$ cat src/rtl/data_memory_unit_pkg.sv
// mem_defs: shared size encodings, FSM state encoding and lane-count derivation
// for data_memory_unit and its load aligner.
package mem_defs;

   localparam logic [1:0] SZ_BYTE  = 2'b00;
   localparam logic [1:0] SZ_HALF  = 2'b01;
   localparam logic [1:0] SZ_WORD  = 2'b10;
   localparam logic [1:0] SZ_DWORD = 2'b11;

   localparam logic [1:0] IDLE  = 2'd0;
   localparam logic [1:0] SPLIT = 2'd1;
   localparam logic [1:0] RESP  = 2'd2;

   function automatic int lane_count(input int word_length);
      return word_length / 8;
   endfunction

endpackage

$ cat src/rtl/data_memory_unit_load_align.sv
// mem_load_align: shifts the addressed bytes of a two-word window down to bit 0,
// trims them to the access size and sign- or zero-extends to WORD_LENGTH.
module mem_load_align
   import mem_defs::*;
#(
   parameter int WORD_LENGTH = 32
) (
   input  logic [WORD_LENGTH-1:0]                   lo_word,
   input  logic [WORD_LENGTH-1:0]                   hi_word,
   input  logic [$clog2(lane_count(WORD_LENGTH))-1:0] lane_off,
   input  logic [1:0]                               size,
   input  logic                                     is_unsigned,
   output logic [WORD_LENGTH-1:0]                   load_data
);

   logic [2*WORD_LENGTH-1:0] shifted;
   logic [WORD_LENGTH-1:0]   keep;
   logic                     fill;
   logic                     unused_high;

   always_comb begin
      shifted = {hi_word, lo_word} >> {lane_off, 3'b000};
      case (size)
         SZ_BYTE: begin keep = WORD_LENGTH'(8'hFF);         fill = shifted[7];  end
         SZ_HALF: begin keep = WORD_LENGTH'(16'hFFFF);      fill = shifted[15]; end
         SZ_WORD: begin keep = WORD_LENGTH'(32'hFFFF_FFFF); fill = shifted[31]; end
         default: begin keep = '1; fill = shifted[WORD_LENGTH-1]; end
      endcase
      if (is_unsigned) begin
         fill = 1'b0;
      end
      load_data = (shifted[WORD_LENGTH-1:0] & keep) | ({WORD_LENGTH{fill}} & ~keep);
   end

   assign unused_high = ^shifted[2*WORD_LENGTH-1:WORD_LENGTH];

endmodule

$ cat src/rtl/data_memory_unit.sv
// data_memory_unit: byte-addressable load/store memory with valid/ready request and registered response.
// Define MISALIGNED_SPLIT_EN to run word-crossing accesses in two beats; otherwise they return resp_err.
module data_memory_unit
   import mem_defs::*;
#(
   parameter int WORD_LENGTH = 32,
   parameter int DEPTH       = 64,
   parameter int ADDR_WIDTH  = 32
) (
   input  logic                   clk,
   input  logic                   rst,
   input  logic                   req_valid,
   output logic                   req_ready,
   input  logic                   req_write,
   input  logic [1:0]             req_size,
   input  logic                   req_unsigned,
   input  logic [ADDR_WIDTH-1:0]  address,
   input  logic [WORD_LENGTH-1:0] write_data,
   output logic                   resp_valid,
   output logic                   resp_err,
   output logic [WORD_LENGTH-1:0] data_out
);

   localparam int LANES      = lane_count(WORD_LENGTH);
   localparam int LANE_BITS  = $clog2(LANES);
   localparam int IDX_BITS   = $clog2(DEPTH);
   localparam int WIDE_LANES = 2 * LANES;

   logic [1:0]             state_q, state_d;
   logic [WORD_LENGTH-1:0] mem_q [DEPTH];
   logic [WORD_LENGTH-1:0] mem_d [DEPTH];
   logic [WORD_LENGTH-1:0] data_out_q, data_out_d;
   logic                   resp_err_q, resp_err_d;

   logic                     accept, illegal, crossing;
   logic [LANE_BITS-1:0]     lane_off;
   logic [IDX_BITS-1:0]      word_idx;
   logic [WIDE_LANES-1:0]    size_mask, lane_mask;
   logic [2*WORD_LENGTH-1:0] wide_wdata;

   logic                   wr_en;
   logic [IDX_BITS-1:0]    wr_idx;
   logic [WORD_LENGTH-1:0] wr_data;
   logic [LANES-1:0]       wr_mask;

   logic [WORD_LENGTH-1:0] al_lo, al_hi, align_data;
   logic [LANE_BITS-1:0]   al_off;
   logic [1:0]             al_size;
   logic                   al_uns;
   logic                   unused_bits;

`ifdef MISALIGNED_SPLIT_EN
   // Beat-2 context: high half of the store, or the low word already fetched for a load.
   logic [IDX_BITS-1:0]    split_idx_q, split_idx_d;
   logic [WORD_LENGTH-1:0] split_hi_data_q, split_hi_data_d;
   logic [LANES-1:0]       split_hi_mask_q, split_hi_mask_d;
   logic                   split_write_q, split_write_d;
   logic [WORD_LENGTH-1:0] split_lo_q, split_lo_d;
   logic [LANE_BITS-1:0]   split_off_q, split_off_d;
   logic [1:0]             split_size_q, split_size_d;
   logic                   split_uns_q, split_uns_d;
`endif

   assign req_ready   = (state_q != SPLIT);
   assign resp_valid  = (state_q == RESP);
   assign resp_err    = resp_err_q;
   assign data_out    = data_out_q;
   assign accept      = req_valid && req_ready;
   assign lane_off    = address[LANE_BITS-1:0];
   assign word_idx    = address[LANE_BITS +: IDX_BITS];
   assign illegal     = (req_size == SZ_DWORD) && (WORD_LENGTH == 32);
   assign lane_mask   = size_mask << lane_off;
   assign wide_wdata  = {{WORD_LENGTH{1'b0}}, write_data} << {lane_off, 3'b000};
   assign crossing    = |lane_mask[WIDE_LANES-1:LANES];
   assign unused_bits = ^{address, wide_wdata};

   always_comb begin
      case (req_size)
         SZ_BYTE: size_mask = WIDE_LANES'(8'h01);
         SZ_HALF: size_mask = WIDE_LANES'(8'h03);
         SZ_WORD: size_mask = WIDE_LANES'(8'h0F);
         default: size_mask = WIDE_LANES'(8'hFF);
      endcase
   end

   mem_load_align #(
      .WORD_LENGTH (WORD_LENGTH)
   ) u_align (
      .lo_word     (al_lo),
      .hi_word     (al_hi),
      .lane_off    (al_off),
      .size        (al_size),
      .is_unsigned (al_uns),
      .load_data   (align_data)
   );

   always_comb begin
      // NOTE: every output of this block gets a default first so no path infers a latch.
      state_d    = state_q;
      data_out_d = '0;
      resp_err_d = 1'b0;
      wr_en      = 1'b0;
      wr_idx     = word_idx;
      wr_data    = wide_wdata[WORD_LENGTH-1:0];
      wr_mask    = lane_mask[LANES-1:0];
      al_lo      = mem_q[word_idx];
      al_hi      = '0;
      al_off     = lane_off;
      al_size    = req_size;
      al_uns     = req_unsigned;
`ifdef MISALIGNED_SPLIT_EN
      split_idx_d     = split_idx_q;
      split_hi_data_d = split_hi_data_q;
      split_hi_mask_d = split_hi_mask_q;
      split_write_d   = split_write_q;
      split_lo_d      = split_lo_q;
      split_off_d     = split_off_q;
      split_size_d    = split_size_q;
      split_uns_d     = split_uns_q;
`endif

      if (state_q == SPLIT) begin
`ifdef MISALIGNED_SPLIT_EN
         al_lo      = split_lo_q;
         al_hi      = mem_q[split_idx_q];
         al_off     = split_off_q;
         al_size    = split_size_q;
         al_uns     = split_uns_q;
         wr_en      = split_write_q;
         wr_idx     = split_idx_q;
         wr_data    = split_hi_data_q;
         wr_mask    = split_hi_mask_q;
         data_out_d = split_write_q ? '0 : align_data;
         state_d    = RESP;
`else
         state_d    = IDLE;
`endif
      end else if (accept) begin
         state_d = RESP;
         if (illegal) begin
            resp_err_d = 1'b1;
         end else if (crossing) begin
`ifdef MISALIGNED_SPLIT_EN
            state_d         = SPLIT;
            wr_en           = req_write;
            split_idx_d     = word_idx + IDX_BITS'(1);
            split_hi_data_d = wide_wdata[2*WORD_LENGTH-1:WORD_LENGTH];
            split_hi_mask_d = lane_mask[WIDE_LANES-1:LANES];
            split_write_d   = req_write;
            split_lo_d      = mem_q[word_idx];
            split_off_d     = lane_off;
            split_size_d    = req_size;
            split_uns_d     = req_unsigned;
`else
            resp_err_d = 1'b1;
`endif
         end else begin
            wr_en      = req_write;
            data_out_d = req_write ? '0 : align_data;
         end
      end else begin
         state_d = IDLE;
      end
   end

   always_comb begin
      mem_d = mem_q;
      if (wr_en) begin
         for (int j = 0; j < LANES; j++) begin
            if (wr_mask[j]) begin
               mem_d[wr_idx][j*8 +: 8] = wr_data[j*8 +: 8];
            end
         end
      end
   end

   // NOTE: sequential state uses non-blocking assignments so all flops update together at the edge.
   always_ff @(posedge clk or negedge rst) begin
      if (!rst) begin
         state_q    <= IDLE;
         data_out_q <= '0;
         resp_err_q <= 1'b0;
         // NOTE: storage is a flop array, not a RAM macro, so reset can clear every byte.
         for (int i = 0; i < DEPTH; i++) begin
            mem_q[i] <= '0;
         end
`ifdef MISALIGNED_SPLIT_EN
         split_idx_q     <= '0;
         split_hi_data_q <= '0;
         split_hi_mask_q <= '0;
         split_write_q   <= 1'b0;
         split_lo_q      <= '0;
         split_off_q     <= '0;
         split_size_q    <= SZ_BYTE;
         split_uns_q     <= 1'b0;
`endif
      end else begin
         state_q    <= state_d;
         data_out_q <= data_out_d;
         resp_err_q <= resp_err_d;
         mem_q      <= mem_d;
`ifdef MISALIGNED_SPLIT_EN
         split_idx_q     <= split_idx_d;
         split_hi_data_q <= split_hi_data_d;
         split_hi_mask_q <= split_hi_mask_d;
         split_write_q   <= split_write_d;
         split_lo_q      <= split_lo_d;
         split_off_q     <= split_off_d;
         split_size_q    <= split_size_d;
         split_uns_q     <= split_uns_d;
`endif
      end
   end

endmodule

$ cat config.mk
export PLATFORM = sky130hd
export DESIGN_NAME = data_memory_unit
export DESIGN_NICKNAME = d
export VERILOG_FILES = /design/src/rtl/data_memory_unit_pkg.sv /design/src/rtl/data_memory_unit_load_align.sv /design/src/rtl/data_memory_unit.sv
export SDC_FILE = /design/constraint.sdc
export NUM_CORES = 2
export LEC_CHECK = 0
export BUFFER_PORTS_ARGS = -buffer_cell sky130_fd_sc_hd__buf_2
export CAP_MARGIN = 20
export CORE_MARGIN = 2
export CORE_UTILIZATION = 50
export DETAILED_ROUTE_END_ITERATION = 12
export PLACE_DENSITY = 0.66
export SYNTH_ARGS = -nofsm -noshare
export SYNTH_HDL_FRONTEND = slang
export SYNTH_SLANG_ARGS = --single-unit
$ cat constraint.sdc
create_clock -name clk -period 5.7 [get_ports clk]
set_clock_uncertainty 0.05 [all_clocks]
set_input_delay 0.855 -clock clk [delete_from_list [all_inputs] [get_ports clk]]
set_output_delay 0.855 -clock clk [all_outputs]
set_load 0.01 [all_outputs]
==> impl_metrics.tcl <==
set metrics [dict create \
    detailroute.via_count 69700 \
    remaining_design_rule_violation_count 0 \
    ys.warnings.count 0 \
    rsz0062_at_grt "no" \
    clkSlewWorstSetupHoldPaths_ns 0.06 \
    vdd_ir_drop_max_uv 332 \
    grt_pass1_wl_um 447000 \
    timing.critical_path.fanout_max 29 \
    synth_async_sr_flop_share_pct 100 \
    global_route.usage.total_pct 32.2 \
    crit_path_end_kind "register" \
    post_route_cells_drive_above_1_share_pct 16.3 \
    setup_total_neg_slack_ns 0 \
    place.gp.congestion 0.898 \
    synth.net_count 8620 \
    placedCellCount 10500 \
    io-pin-count 106 \
    clock_tree.buffer_depth 3 \
    vias_in_the_first_global_route 67800 \
    cts-buffers-inserted 207 \
    timing.final.setup_violations 0 \
    instances_no_fill 10900 \
    fp.dieH_um 430 \
    netlist-cell-type-count 82 \
    viasPerCell 6.39 \
    starting_density_of_the_core_pct 50.3 \
    dieWidth_um 430 \
    maximum_achievable_frequency_ghz 0.224 \
    worstMarginPinSlew_ns 1.24 \
    drt_pre_antenna_iters 6 \
    detail-route-antenna-nets 0 \
    num-fill-cells 15500 \
    synthesis.area_per_instance_um2 10.6 \
    root_buffer "sky130_fd_sc_hd__clkbuf_16" \
    wire_per_inst_um 27.5 \
    whs_ns 0.142 \
    synthToLayoutAreaGrowth_pct 10.9 \
    synth_flop_cell "sky130_fd_sc_hd__dfrtp_1" \
    hold_viol_final 0 \
    drt-initial-drc-count 7712 \
    timing.critical_path.required_ns 6.33 \
    synth.ff_latch_count 2082 \
    synth_largest_type_area_fraction_pct 57.5 \
    clock_latency_ns 0.86 \
    ys_top_cells_by_area "sky130_fd_sc_hd__dfrtp_1 (57%), sky130_fd_sc_hd__o21ai_0 (8.7%), sky130_fd_sc_hd__nand2_1 (7.2%)" \
    grt_max_degree 155 \
    slew_headroom_pct 17.3 \
    nets_finish 8438 \
    period_needed_ns 4.46 \
    area.sequential_um2 52100 \
    post_cts.resized_instances 0 \
    post-synth-top-count-cell "sky130_fd_sc_hd__dfrtp_1" \
    synth_cells 8549 \
    timing.final.crit_share_pct 78.2 \
    max_cap_viol_count 0 \
    routed_wirelength_um 300000 \
    htree_levels 4 \
    cts_sinks 2082 \
    cp_data_arrival_time_ns 5.09 \
    overflow 0 \
    netlist.top_cell.by_area "sky130_fd_sc_hd__dfrtp_1" \
    static-leakage-power_nw 44.1 \
    design.die.area_um2 185000 \
    min_path_type "input port to register" \
    finalMaxSlewViolations 0 \
    syn_area_um2 90600 \
    detailedPlacementHpwl_um 189000 \
    report.power.total_w 0.0310 \
    outcome "finished clean" \
    synth-edff-count 0 \
    synth_sequential_area_ratio_pct 57.5 \
    synthTopCellsByCount "sky130_fd_sc_hd__dfrtp_1 (2082), sky130_fd_sc_hd__nand2_1 (1739), sky130_fd_sc_hd__o21ai_0 (1573), sky130_fd_sc_hd__a22oi_1 (557), sky130_fd_sc_hd__mux2_2 (557)" \
    antenna_violations_before_repair 8 \
    row_count 156 \
    tritoncts "yes" \
    cp-start-kind "input port" \
    design.core.area_um2 180000 \
    multi_input_area_um2 35600 \
    port_buffers 80 \
    critPathKind "input port to register" \
    power.density_nw_per_um2 308 \
]
layout by cell type (no fill, tap or decap), types with 42 or more instances in the layout:
cell,instances
sky130_fd_sc_hd__nor4b_1,45
sky130_fd_sc_hd__o21ai_0,1573
sky130_fd_sc_hd__and4_1,45
sky130_fd_sc_hd__nor4bb_1,60
sky130_fd_sc_hd__and4b_1,47
sky130_fd_sc_hd__dfrtp_1,2082
sky130_fd_sc_hd__mux2i_1,65
sky130_fd_sc_hd__clkbuf_8,48
sky130_fd_sc_hd__nand4_1,125
sky130_fd_sc_hd__clkbuf_16,209
sky130_fd_sc_hd__nor2_1,73
sky130_fd_sc_hd__clkbuf_1,62
sky130_fd_sc_hd__buf_2,77
sky130_fd_sc_hd__a2111oi_0,53
sky130_fd_sc_hd__a22oi_1,550
sky130_fd_sc_hd__mux4_2,44
sky130_fd_sc_hd__nor2_2,47
sky130_fd_sc_hd__nand2_1,1730
sky130_fd_sc_hd__a31oi_1,73
sky130_fd_sc_hd__a221oi_1,83
sky130_fd_sc_hd__mux2_2,557
sky130_fd_sc_hd__buf_4,231
sky130_fd_sc_hd__buf_12,42
sky130_fd_sc_hd__a22o_1,95
report_power, final:
part	switching, W	leakage, nW	internal [W]	total [W]
logic	0.00158	11.8	0.000447	0.00202
registers	0.000152	29.0	0.0151	0.0152
clock network	0.00590	3.30	0.00782	0.0137
cell type report:
class | count | area share (%)
diodes | 4 | 0.00996
flip-flops and latches | 2082 | 51.8
repair buffers | 359 | 3.10
multi-input cells | 5699 | 35.4
well taps | 2370 | 2.95
clock inverters | 47 | 0.596
inverters | 18 | 0.0672
clock buffers | 319 | 6.09
sequential cells by signal (all words and copies together) (netlist names):
| register | count |
|---|---|
| resp_err | 1 |
| data_out | 32 |
| state_q | 1 |
| mem_q | 2048 |
timing repair:
action | CTS | global route
hold endpoints to repair | 32 | 0
setup endpoints to repair | 0 | 0
setup buffers | 0 | 0
hold buffers | 1 | 0
worst max-delay path: stages:
cell and delay (ns):
sky130_fd_sc_hd__buf_2 0.82, sky130_fd_sc_hd__nor2_1 0.34, sky130_fd_sc_hd__nand2_2 0.65, sky130_fd_sc_hd__buf_4 0.31
sky130_fd_sc_hd__a31oi_1 0.09, sky130_fd_sc_hd__nor4_1 0.54, sky130_fd_sc_hd__a41oi_1 0.32, sky130_fd_sc_hd__a21oi_1 0.87
sky130_fd_sc_hd__o21ai_0 0.24
through the flow:
stage,util [%],setup WS [ns],instance area [um2]
final,55.7,1.24,101000
after global routing,55.7,1.17,101000
after CTS,55.7,1.52,100000
after detailed placement,52.0,0.628,93700
after global placement,51.9,0.658,93600
after floorplan,-,2.39,90600
cell families (layout without fill, tap and decap cells):
kind of cell | after synthesis | after routing | synth area share [%]
flops | 2082 | 2082 | 57.5
mux | 666 | 666 | 8.73
simple gates | 2347 | 2347 | 12.0
buf+inv | 768 | 743 | 3.61
other cells | 1 | 5 | 0.00414
compound gates | 2685 | 2685 | 18.2
path summary, 6_finish.rpt:
kind                            slack [ns]  cells after the start       start            to
worst max-delay path                  1.24                      9  address[7]  data_out[17]
worst min-delay path                  0.14                      1   req_valid    state_q[1]
worst max register to register        2.03                      7  mem_q[199]  data_out[17]
worst min register to register        0.42                      2  mem_q[753]    mem_q[753]
max in group asynchronous             3.47                      4         rst    mem_q[132]
min in group asynchronous             0.49                      2         rst   mem_q[1544]
routing by layer:
layer | routed length [um] | GRT usage (%) | part of all wire, % | up-vias
li1 | - | - | - | 30500
met1 | 120000 | 43.2 | 40 | 35200
met2 | 135000 | 48.6 | 45 | 3182
met3 | 27800 | 7.71 | 9.3 | 782
met4 | 17200 | 16.9 | 5.7 | 6
met5 | 37 | 0 | 0.012 | -
(Power assumes the default switching activity.)
